### src/rtl/cpu6_irq_ctrl.sv
// Machine-mode interrupt controller: captures timer/software/external sources,
// arbitrates them against mie/mstatus.MIE and hands a frozen mcause to the pipeline.
module cpu6_irq_ctrl #(
    parameter int XLEN = 32
) (
    input  logic            clk,
    input  logic            reset,
    input  logic            lic_timer_interrupt,
    input  logic            lic_mtimecmp_write_ena,
    input  logic            ext_irq,
    input  logic            msip_set,
    input  logic            msip_clr,
    input  logic [XLEN-1:0] mie_write,
    input  logic            mie_write_ena,
    input  logic            mstatus_mie_write,
    input  logic            mstatus_mie_write_ena,
    input  logic            mret,
    input  logic            irq_ack,
    output logic            irq_req,
    output logic [XLEN-1:0] irq_cause,
    output logic [XLEN-1:0] mip_read,
    output logic [XLEN-1:0] mie_read,
    output logic            mstatus_mie,
    output logic            mstatus_mpie
);

    localparam int MSI_BIT = 3;
    localparam int MTI_BIT = 7;
    localparam int MEI_BIT = 11;
    localparam logic [XLEN-1:0] MIE_MASK  = {{(XLEN-12){1'b0}}, 12'h888};
    localparam logic [XLEN-1:0] CAUSE_MSI = {1'b1, {(XLEN-5){1'b0}}, 4'd3};
    localparam logic [XLEN-1:0] CAUSE_MTI = {1'b1, {(XLEN-5){1'b0}}, 4'd7};
    localparam logic [XLEN-1:0] CAUSE_MEI = {1'b1, {(XLEN-5){1'b0}}, 4'd11};

    typedef enum logic [1:0] {
        IDLE    = 2'd0,
        REQ     = 2'd1,
        HANDLER = 2'd2
    } state_t;

    state_t            state_r, next_state_s;
    logic              ext_irq_r, mtip_pend_r, msip_pend_r;
    logic [XLEN-1:0]   mie_r;
    logic              mstatus_mie_r, mstatus_mpie_r;
    logic              irq_req_r, irq_req_next_s;
    logic [XLEN-1:0]   irq_cause_r, irq_cause_next_s;
    logic [XLEN-1:0]   mip_s, pend_en_s;
    logic              take_s, ack_s, mtip_clr_s;
    logic              unused_s;

    // Fixed priority MEI > MSI > MTI over enabled pending sources.
    function automatic logic [XLEN-1:0] pick_cause(input logic [XLEN-1:0] pend_en);
        if (pend_en[MEI_BIT])      return CAUSE_MEI;
        else if (pend_en[MSI_BIT]) return CAUSE_MSI;
        else if (pend_en[MTI_BIT]) return CAUSE_MTI;
        else                       return {XLEN{1'b0}};
    endfunction

    assign unused_s = ^mie_write;

    // Pending vector, enable gating and acknowledge qualification.
    always_comb begin
        mip_s          = {XLEN{1'b0}};
        mip_s[MEI_BIT] = ext_irq_r;
        mip_s[MTI_BIT] = mtip_pend_r;
        mip_s[MSI_BIT] = msip_pend_r;
        pend_en_s      = mip_s & mie_r;
        take_s         = mstatus_mie_r & (|pend_en_s);
        ack_s          = (state_r == REQ) & irq_ack;
        mtip_clr_s     = lic_mtimecmp_write_ena | (ack_s & (irq_cause_r == CAUSE_MTI));
    end

    // Interrupt sources and mie; set beats clear on the sticky bits.
    always_ff @(posedge clk or posedge reset) begin
        if (reset) begin
            ext_irq_r   <= 1'b0;
            mtip_pend_r <= 1'b0;
            msip_pend_r <= 1'b0;
            mie_r       <= {XLEN{1'b0}};
        end else begin
            ext_irq_r <= ext_irq;
            if (lic_timer_interrupt)  mtip_pend_r <= 1'b1;
            else if (mtip_clr_s)      mtip_pend_r <= 1'b0;
            else                      mtip_pend_r <= mtip_pend_r;
            if (msip_set)             msip_pend_r <= 1'b1;
            else if (msip_clr)        msip_pend_r <= 1'b0;
            else                      msip_pend_r <= msip_pend_r;
            if (mie_write_ena)        mie_r <= mie_write & MIE_MASK;
            else                      mie_r <= mie_r;
        end
    end

    // MIE/MPIE stacking: trap entry beats mret beats a CSR write.
    always_ff @(posedge clk or posedge reset) begin
        if (reset) begin
            mstatus_mie_r  <= 1'b0;
            mstatus_mpie_r <= 1'b0;
        end else if (ack_s) begin
            mstatus_mpie_r <= mstatus_mie_r;
            mstatus_mie_r  <= 1'b0;
        end else if (mret) begin
            mstatus_mie_r  <= mstatus_mpie_r;
            mstatus_mpie_r <= 1'b1;
        end else if (mstatus_mie_write_ena) begin
            mstatus_mie_r  <= mstatus_mie_write;
            mstatus_mpie_r <= mstatus_mpie_r;
        end else begin
            mstatus_mie_r  <= mstatus_mie_r;
            mstatus_mpie_r <= mstatus_mpie_r;
        end
    end

    // State register with registered request/cause outputs.
    always_ff @(posedge clk or posedge reset) begin
        if (reset) begin
            state_r     <= IDLE;
            irq_req_r   <= 1'b0;
            irq_cause_r <= {XLEN{1'b0}};
        end else begin
            state_r     <= next_state_s;
            irq_req_r   <= irq_req_next_s;
            irq_cause_r <= irq_cause_next_s;
        end
    end

    // Next-state logic; a request, once raised, is only retired by irq_ack.
    always_comb begin
        next_state_s = state_r;
        case (state_r)
            IDLE:    if (take_s)  next_state_s = REQ;     else next_state_s = IDLE;
            REQ:     if (irq_ack) next_state_s = HANDLER; else next_state_s = REQ;
            HANDLER: if (mret)    next_state_s = IDLE;    else next_state_s = HANDLER;
            default: next_state_s = IDLE;
        endcase
    end

    // Output logic: cause is sampled only when leaving IDLE, then frozen.
    always_comb begin
        irq_req_next_s = (next_state_s == REQ);
        if ((state_r == IDLE) && take_s) irq_cause_next_s = pick_cause(pend_en_s);
        else                             irq_cause_next_s = irq_cause_r;
    end

    assign irq_req      = irq_req_r;
    assign irq_cause    = irq_cause_r;
    assign mip_read     = mip_s;
    assign mie_read     = mie_r;
    assign mstatus_mie  = mstatus_mie_r;
    assign mstatus_mpie = mstatus_mpie_r;

endmodule

### config.mk
export PLATFORM = sky130hd
export DESIGN_NAME = cpu6_irq_ctrl
export DESIGN_NICKNAME = d
export VERILOG_FILES = /design/src/rtl/cpu6_irq_ctrl.sv
export SDC_FILE = /design/constraint.sdc
export NUM_CORES = 1
export LEC_CHECK = 0
export ABC_CLOCK_PERIOD_IN_PS = 3600
export BUFFER_PORTS_ARGS = -buffer_cell sky130_fd_sc_hd__buf_2
export CAP_MARGIN = 30
export CORE_MARGIN = 8
export CORE_UTILIZATION = 37
export CTS_CLUSTER_DIAMETER = 200
export DETAILED_ROUTE_END_ITERATION = 6
export PLACE_DENSITY_LB_ADDON = 0.08
export SLEW_MARGIN = 20
export SYNTH_ARGS = -nofsm -noshare
export SYNTH_HDL_FRONTEND = slang
export SYNTH_SLANG_ARGS = --single-unit
### constraint.sdc
create_clock -name clk -period 3.6 [get_ports clk]
set_input_delay 0.36 -clock clk [delete_from_list [all_inputs] [get_ports clk]]
set_output_delay 0.36 -clock clk [all_outputs]
set_load 0.02 [all_outputs]
[Word-level counts from Yosys, hierarchy flattened]
Index checks and enable logic that the tools add are counted.
Word-level totals
  bits in registers: 43
  output and inout port bits: 99
  input bits: 44
  logic and storage cells: 41
Operators by class
  bitwise gates (word level): 5
  reductions and logical operators: 7
  mux-type cells: 16
  equal/unequal tests: 4
Operator list (count)
  2-to-1 mux 32 bit: 3
  equality test 32 bit, second input constant: 1
  OR reduction 32 bit: 1
  AND 12 bit: 1
  2-to-1 mux 1 bit: 10
  case mux 2 bit (3 select lines): 1
  nonzero test 2 bit: 3
  equality test 2 x 1 -> 1 bit, second input constant: 2
  2-to-1 mux 2 bit: 2
  AND 1 bit: 3
  nonzero test 3 bit: 1
  equality test 2 bit, second input constant: 1
  logical NOT 2 bit: 1
  logical AND 1 bit: 1
  bitwise OR 1 bit: 1

[Depth between registers and ports, before layout]
Gate-level depths: netlist of run 1.
  word-level depth: 6
  gate-level depth with buffers: 4
  depth with buffers taken out: 3

[Worst setup path after synthesis of run 1]
No wires, ideal clock.
  kind: register to register
  from: reg mstatus_mie_r, in the netlist mstatus_mie
  to: reg irq_cause_r[2], in the netlist irq_cause[2]
  buffers on the path: 1
  stages on the path, launching flop included: 4
  path slack: 2.319 ns
  library setup time: 0.121 ns
  clock period less this slack: 1.281 ns
  data arrival time: 1.159 ns
  data required time: 3.479 ns
  path through: dfrtp_1 > or3b_1 > buf_6 > o22a_1
Between the ends
  word-level cells in the longest chain between the ends: 2
Ends and longest elaborated chain
  start, declared: RTL line 44  | logic mstatus_mie_r, mstatus_mpie_r;
  start signal, assigned: RTL line 102  | mstatus_mie_r <= mstatus_mpie_r;
  start signal, assigned: RTL line 105  | mstatus_mie_r <= mstatus_mie_write;
  start signal, assigned: RTL line 108  | mstatus_mie_r <= mstatus_mie_r;
  AND 1 bit: RTL line 68  | take_s = mstatus_mie_r & (|pend_en_s);
  logical AND 1 bit: RTL line 140  | if ((state_r == IDLE) && take_s) irq_cause_next_s = pick_cause(pend_en_s);
  end signal, assigned: RTL line 118  | irq_cause_r <= {XLEN{1'b0}};
  end signal, assigned: RTL line 122  | irq_cause_r <= irq_cause_next_s;
  end, declared: RTL line 46  | logic [XLEN-1:0] irq_cause_r, irq_cause_next_s;
No other way between the ends.
A chain may end at the register's enable or synchronous reset.

[Final worst setup path of run 1]
  from: reg state_r[1]
  to: reg irq_cause_r[2], in the netlist irq_cause[2]
Between the ends
  word-level cells in the longest chain between the ends: 2
Ends and longest elaborated chain
  start, declared: RTL line 41  | state_t state_r, next_state_s;
  start signal, assigned: RTL line 120  | state_r <= next_state_s;
  logical NOT 2 bit: RTL line 140
  logical AND 1 bit: RTL line 140
No other way between the ends.

==> summary by stage, run 1 <==
Timing
The time the final worst path needs with I/O delays and setup is 1.28 ns. Setup repair after global routing left no endpoint under its margin. The worst pin sits at a relative slew slack of 0.651. Setup violations remaining at the end of the flow were counted as 0.

The final number of hold-violating endpoints is 0. The final total negative setup slack is 0 ns. The slew of the pin with the lowest slew margin is 0.523 ns. The final max-slew violation count is 0. In the finished design, the share of the clock period the worst path needs comes to 0.355. The clock arrives with 0.00380 ns of skew.

The worst hold slack across all endpoints is 0.110 ns. Static timing analysis puts the maximum clock frequency at 782 MHz.

Place
In this run the tool buffered the top-level ports with 28 buffer cells. After legalization and detailed placement, the total HPWL measured 2.06 mm. At the end of routability-driven placement, the weighted congestion stood at 0.641.

Once placement completed, the tool counted placed cells totaling 208.

Synth
A synthesized cell averages 8.94 um^2. The proportion of register bits with asynchronous set or reset after synthesis is 1.00. After synthesis, the share of cell area in mux cells is 0.0348.

The number of synthesized flops with an enable pin is 0. The summed instance area of the synthesized netlist is 1260 um^2. Of the total synthesized cell area, the portion taken by XOR and XNOR cells is 0.

The post-synthesis compound-gate area fraction came to 0.0675. Of the total synthesized cell area, the portion taken by AND, OR, NAND and NOR gates is 0.0596. By area, the combinational part of the netlist is dominated by buffers and inverters.

Synthesis instantiated 24 different standard cells from the library. The register bit count reported by yosys is 14. Yosys printed 0 warnings. The count of mapped cells out of synthesis is 141. The most frequently used flop master after synthesis is dfrtp_1. Of the total synthesized cell area, the portion taken by full adders, half adders and majority gates is 0.

The proportion of synthesized chip area in sequential cells is 0.278.

Drt
For this block, the via count after detailed routing is 701. The routed wire length is 2.30 mm. After detailed routing, the number of vias per cell comes to 3.31. The pre-antenna-repair detailed-routing pass consisted of 4 iterations. The wire length per cell after detailed routing is 10.8 um. The DRC violation count after routing is 0. The violation count after the first detailed-route iteration is 15. Once detail routing completed, the nets flagged for antenna violations numbered 0.

Clocking
The number of sinks on the clock net is 14. The clock slew at the register clock pins of the worst setup and hold paths is 0.08 ns. CTS built an H-tree with a depth of 1. After clock tree synthesis, the repair step resized 0 gates. The number of hold-repair buffers added at the cts stage is 0. The TritonCTS clock tree is done. For the worst-skew pair, the clock arrives at the later sink with an insertion delay of 0.27 ns. After clock tree synthesis, the setup repair step added 0 buffers. Clock tree synthesis inserted a total of 3 buffers. The root buffer cell chosen for the clock tree is clkbuf_4. The longest clock path from root to sink contains 2 buffers.

Floorplan
The number of placement rows is 21. The chip height is 74.4 um. During I/O placement, the number of pins put on the boundary was 143. For this configuration, the core starts out at a cell density of 0.381. In this run the standard cell core region covers 3310 um^2. The die covers 5530 um^2.

Measured along the x axis, the die boundary spans 74.4 um.

Outcome
The flow ran to the end, and the final reports show no timing, DRC or antenna violations.

Cells and area
The filler cell count in the final layout is 372. The number of nets in the finished design is 211. After the flow finishes, the layout carries non-filler instances totaling 212.

Of the cells placed in the final design, the portion with a size suffix greater than 1 is 0.205. The footprint of the flip-flops and latches is 350 um^2. The area growth from synthesis to final layout is -10.9%. The footprint of the multi-input gates is 523 um^2. The antenna cell count is 0.

GRT
In the global route stage, overall resource usage came out at 0.0708. The largest net degree at the start of global routing is 15. The number of global-route vias before repair is 670. Summed over all layers, the global routing overflow is 0. The number of antenna violations at the first check in global routing was 0. The first-pass GRT wire length is 3.06 mm.

Worst setup path
The kind of critical path is reg -> reg. The required time at the endpoint of the critical path is 3.76 ns. The cell depth of the worst flop-to-flop path is 2. The worst setup path is captured at a flip-flop. The element type at the critical path start is a flip-flop. The arrival time at the worst endpoint is 1.44 ns. The maximum fanout count along the critical path is 7.

Pwr
Summing internal, switching and leakage power gives 0.567 mW. The total power per unit cell area is 505 nW/um^2. The total leakage power is 0.663 nW. The maximum ir drop on the vdd rail is 156 uV.

Min path
The class of the tightest hold or removal check is in -> async.

Job
Max-cap violations in this run came to 0.
cell families (layout without fill, tap and decap cells):
family / after synthesis / after routing
compound gates: 12 / 12
other cells: 1 / 85
mux: 4 / 4
flops: 14 / 14
buf+inv: 95 / 36
simple gates: 15 / 15
power breakdown:
part / leakage (nW) / total (mW) / internal (mW) / switching, mW
combinational: 0.481 / 0.235 / 0.0599 / 0.175
sequential: 0.162 / 0.225 / 0.195 / 0.0303
clock: 0.0210 / 0.108 / 0.0614 / 0.0463
total: 0.663 / 0.567 / 0.316 / 0.251
worst max-delay path, cell delays in order, from the launching register on:
cell and delay, ns:
dfrtp_1 0.41, or3b_1 0.51, o22a_1 0.25
Yosys cell counts (2+ instances only):
master	n	area share
mux2_1	2	0.018
dfrtp_1	14	0.28
inv_1	4	0.012
o32ai_1	2	0.014
o21ai_1	2	0.0079
and2_1	2	0.0099
a22oi_1	2	0.012
buf_4	90	0.54
nor2_1	3	0.0089
nand2_1	6	0.018
through the flow:
stage	area (um^2)	setup WS [ns]	util
global placement	1090	2.34	0.328
global route	1120	2.24	0.339
detailed placement	1090	2.33	0.328
CTS	1120	2.32	0.339
finish	1120	2.32	0.339
floorplan	1580	2.32	-
state kept, by name, indices dropped and copies added (netlist names):
name / cells
mstatus_mie: 1
irq_cause: 3
mie_read: 3
state_r: 2
mtip_pend_r: 1
irq_req: 1
ext_irq_r: 1
msip_pend_r: 1
mstatus_mpie: 1
placed cells by master, fill, tap and decap left out:
cell and instances:
nor2_2 1, a22oi_1 2, o21ai_0 1, inv_1 4
mux2_1 2, mux2_2 1, o22a_1 1, buf_2 28
a21o_1 1, a21oi_1 1, clkbuf_4 3, o32ai_1 2
nor2_1 3, mux2i_1 1, nand3b_1 1, conb_1 85
or3b_1 1, nand2b_1 1, clkbuf_8 1, dfrtp_1 14
o21ai_1 2, nand2_1 6, o21bai_1 1, and2_1 2
o311ai_1 1
per-layer routing:
metal / wire length, um / share of wire / global-route usage / vias up
met5: 0 / 0 / 0 / -
met4: 0 / 0 / 0.0261 / 0
met3: 396 / 0.17 / 0.0283 / 0
met2: 1090 / 0.47 / 0.119 / 65
met1: 813 / 0.35 / 0.0785 / 314
li1: - / - / - / 322
final cells by class:
type                       count  share of cell area
clock buffer                   4              0.0323
inverter                       4              0.0134
sequential                    14               0.312
tap                           46              0.0513
multi-input combinational    116               0.466
timing repair buffer          28               0.125
final timing paths:
| path | endpoint | from | slack [ns] |
|---|---|---|---|
| min | mie_read[7] | reset | 0.11 |
| max reg2reg | irq_cause[2] | state_r[1] | 2.32 |
| min in group clk | ext_irq_r | ext_irq | 0.19 |
| min reg2reg | irq_cause[2] | irq_cause[2] | 0.53 |
| max in group asynchronous | irq_req | reset | 3.14 |
| max | irq_cause[2] | state_r[1] | 2.32 |
(Power assumes the default switching activity.)
==> run 2, diff against run 1 <==
Settings changed: ABC_CLOCK_PERIOD_IN_PS 3600 to 1300, CORE_UTILIZATION 37 to 34.
Clock period 3.6 ns to 1.3 ns, I/O delays scaled along.
==> run 2 against run 1 <==
First-iteration DRC count shrank 33%. Critical path depth stayed put. Combinational power grew to 3.1 times the previous value. Clock skew increased by 0.00086 ns. Worst hold slack worse by 0.046 ns. Core utilization is 1.3 points lower. Sequential cell count did not move. Worst setup slack worse by 2.2 ns. Cell area is 4.7% higher. Clock power rose to 3.2 times the previous value. Global-route usage grew 0.58 points.
==> summary by stage, run 2 (synthesis gave the netlist of run 1 again) <==
Pwr
The switching power of the nets is 0.712 mW. The share of total power dissipated in sequential elements is 0.365. Of the total power, combinational logic draws 0.430. The internal portion of the total power is 0.967 mW.

The maximum ir drop on the vdd rail is 594 uV. Power comes to 1.68 mW. Of the total power, the share spent switching nets is 0.424. In this run the static leakage power is 0.687 nW. Dividing total power by cell area gives a power density of 1430 nW/um^2. The fraction of power consumed by the clock network is 0.205.

Cells and area
The leading cell type in the layout, fill and taps excluded is conb_1. The share of layout cells above drive strength 1 is 0.218. The library cells used most frequently in the layout, excluding fill and tap cells, are conb_1, buf_2, dfrtp_1, nand2_1, inv_1. The antenna cell count is 0. Relative to the synthesized area, the layout overhead comes to -6.75%. At the end of the flow the core is filled with cells to 0.326. The final standard cell count with taps included and fillers excluded is 218. The number of nets in the finished design is 216.

Clocking
The number of sinks on the clock net is 14. The insertion delay of the later-clocked pin in the worst-skew pair is 0.24 ns. TritonCTS built the clock tree. Clock tree synthesis selected as its root buffer the cell clkbuf_8.

The count of H-tree levels built during CTS is 1. Clock-pin slew was measured on the worst setup and hold paths at 0.06 ns. The total CTS buffers is 3. The largest buffer count on any clock path is 2.

Drt
The detailed router finished its first iteration with 10 violations. In the routed layout, each cell is associated on average with a via count of 3.23. The pre-antenna-repair detailed-routing pass consisted of 4 iterations. The routed wire length is 2.37 mm. Dividing the detail-routed wire length by the instance count gives 10.9 um. In the routed design, unresolved DRC markers number 0.

The total number of vias is 705. The post-route antenna net violation count is 0.

Worst setup path
STA puts the critical path data arrival time at 1.32 ns. The cell depth of the worst flop-to-flop path is 2. The worst setup path is launched from a flip-flop. The number of buffers and inverters on the critical path is 0. In this run the worst setup path begins at state_r[1]. Grouping stages by cell kind, the critical path spends the most delay in simple AND/OR/NAND/NOR gates. The critical path goes through or3b_4, o22a_1.

The startpoint of the worst-slack reg-to-reg timing path is state_r[1]. The peak per-stage delay on the critical path is 0.45 ns. The cell count along the critical path is 2. The sort of element at the end of the critical path is a flip-flop. The required time at the endpoint of the critical path is 1.42 ns. The slowest cell on the critical path is or3b_4.

Of all nets on the critical path, the largest fanout is 7. By startpoint and endpoint, the worst setup path is classified as reg -> reg.

Timing
The worst clock skew on the final layout is 0.00466 ns. The minimum setup slack in the final design is 0.101 ns. The setup violation total in the final timing report is 0. The final number of hold-violating endpoints is 0. The headroom to the max-slew limit is 0.625.

The slew of the pin with the lowest slew margin is 0.561 ns. The time the final worst path needs with I/O delays and setup is 1.20 ns. The final max-slew violation count is 0. Static timing analysis puts the maximum clock frequency at 834 MHz.

Setup repair after global routing left no endpoint under its margin. The fraction of the cycle the final worst path needs is 0.923. The final total negative setup slack is 0 ns.

Floorplan
The die covers 5910 um^2. The floorplan has 22 rows. The initial utilization of the core area, before any placement, comes to 0.349.

The number of top-level pins is 143. The chip height is 76.9 um. The die span in x is 76.9 um. The placeable core region is 3610 um^2.

Job
The number of maximum-capacitance constraint violations is 0.

Min path
The min-delay analysis places its worst path in the category in -> reg. The instance count along the most critical hold path is 2. In this run the most critical hold path is launched from msip_set.

Place
After detailed placement, the design holds a cell count of 213. The HPWL after detailed placement is 2.12 mm. The congestion estimate from routability-driven global placement came to 0.713. During placement, the flow inserted port buffers numbering 28.

Before CTS, the worst setup slack after placement is 0.0321 ns.

Outcome
The run finished with clean final reports.

GRT
The total overflow left after global routing is 0. The combined global-route utilization of all metal layers is 0.0766. The number of global-route vias before repair was 797.

The number of antenna violations at the first check in global routing is 0. Entering global routing, the biggest net connects 15 pins. The first-pass GRT wire length is 3.86 mm.
## run 2: cell count changes in the layout (fill, tap and decap cells not counted)
cell / change
buf_4: +3
clkbuf_4: -3
dlygate4sd3_1: +2
or3b_4: +1
or3b_1: -1
clkbuf_8: +2
## run 2: path summary, 6_finish.rpt
check	to	slack [ns]
worst max register to register	irq_cause[2]	0.10
worst min register to register	irq_cause[3]	0.54
worst max-delay path	irq_cause[2]	0.10
max in group asynchronous	mie_read[11]	0.43
worst min-delay path	msip_pend_r	0.06
min in group asynchronous	irq_cause[3]	0.50
## run 2: area by class of cell
class | instances | area, um^2
clock buffers | 3 | 41.3
inverters | 4 | 15.0
repair buffers | 33 | 183
well taps | 48 | 60.1
fillers | 397 | 2430
flip-flops and latches | 14 | 350
multi-input cells | 116 | 526
## run 2: metal layers
| metal | part of all wire | vias to the layer above | GRT usage |
|---|---|---|---|
| met1 | 0.36 | 312 | 0.0782 |
| met3 | 0.16 | 0 | 0.0641 |
| met2 | 0.47 | 64 | 0.120 |
| met4 | 0 | 0 | 0.0115 |
| li1 | - | 329 | - |
| met5 | 0 | - | 0 |
## run 2: stage by stage
step,instance area (um^2),hold WS (ns)
6_report,1170,0.0638
5_1_grt,1170,0.0665
4_1_cts,1170,0.0596
3_5_place_dp,1110,0.217
3_3_place_gp,1110,0.217
2_1_floorplan,1580,0.0192
## run 2: what timing repair did
action	CTS	global route
resized for setup	0	1
hold buffers	2	0
setup endpoints to repair	0	2
endpoints found under the hold margin	15	0
setup buffers	0	0
## run 2: power groups by stage
stage | Sequential, mW | Combinational [mW] | Clock, mW
detailed placement | 0.619 | 0.701 | 0
floorplan | 0.705 | 0.645 | 0
global route | 0.629 | 0.788 | 0.393
CTS | 0.613 | 0.706 | 0.363
global placement | 0.621 | 0.692 | 0
finish | 0.613 | 0.722 | 0.344
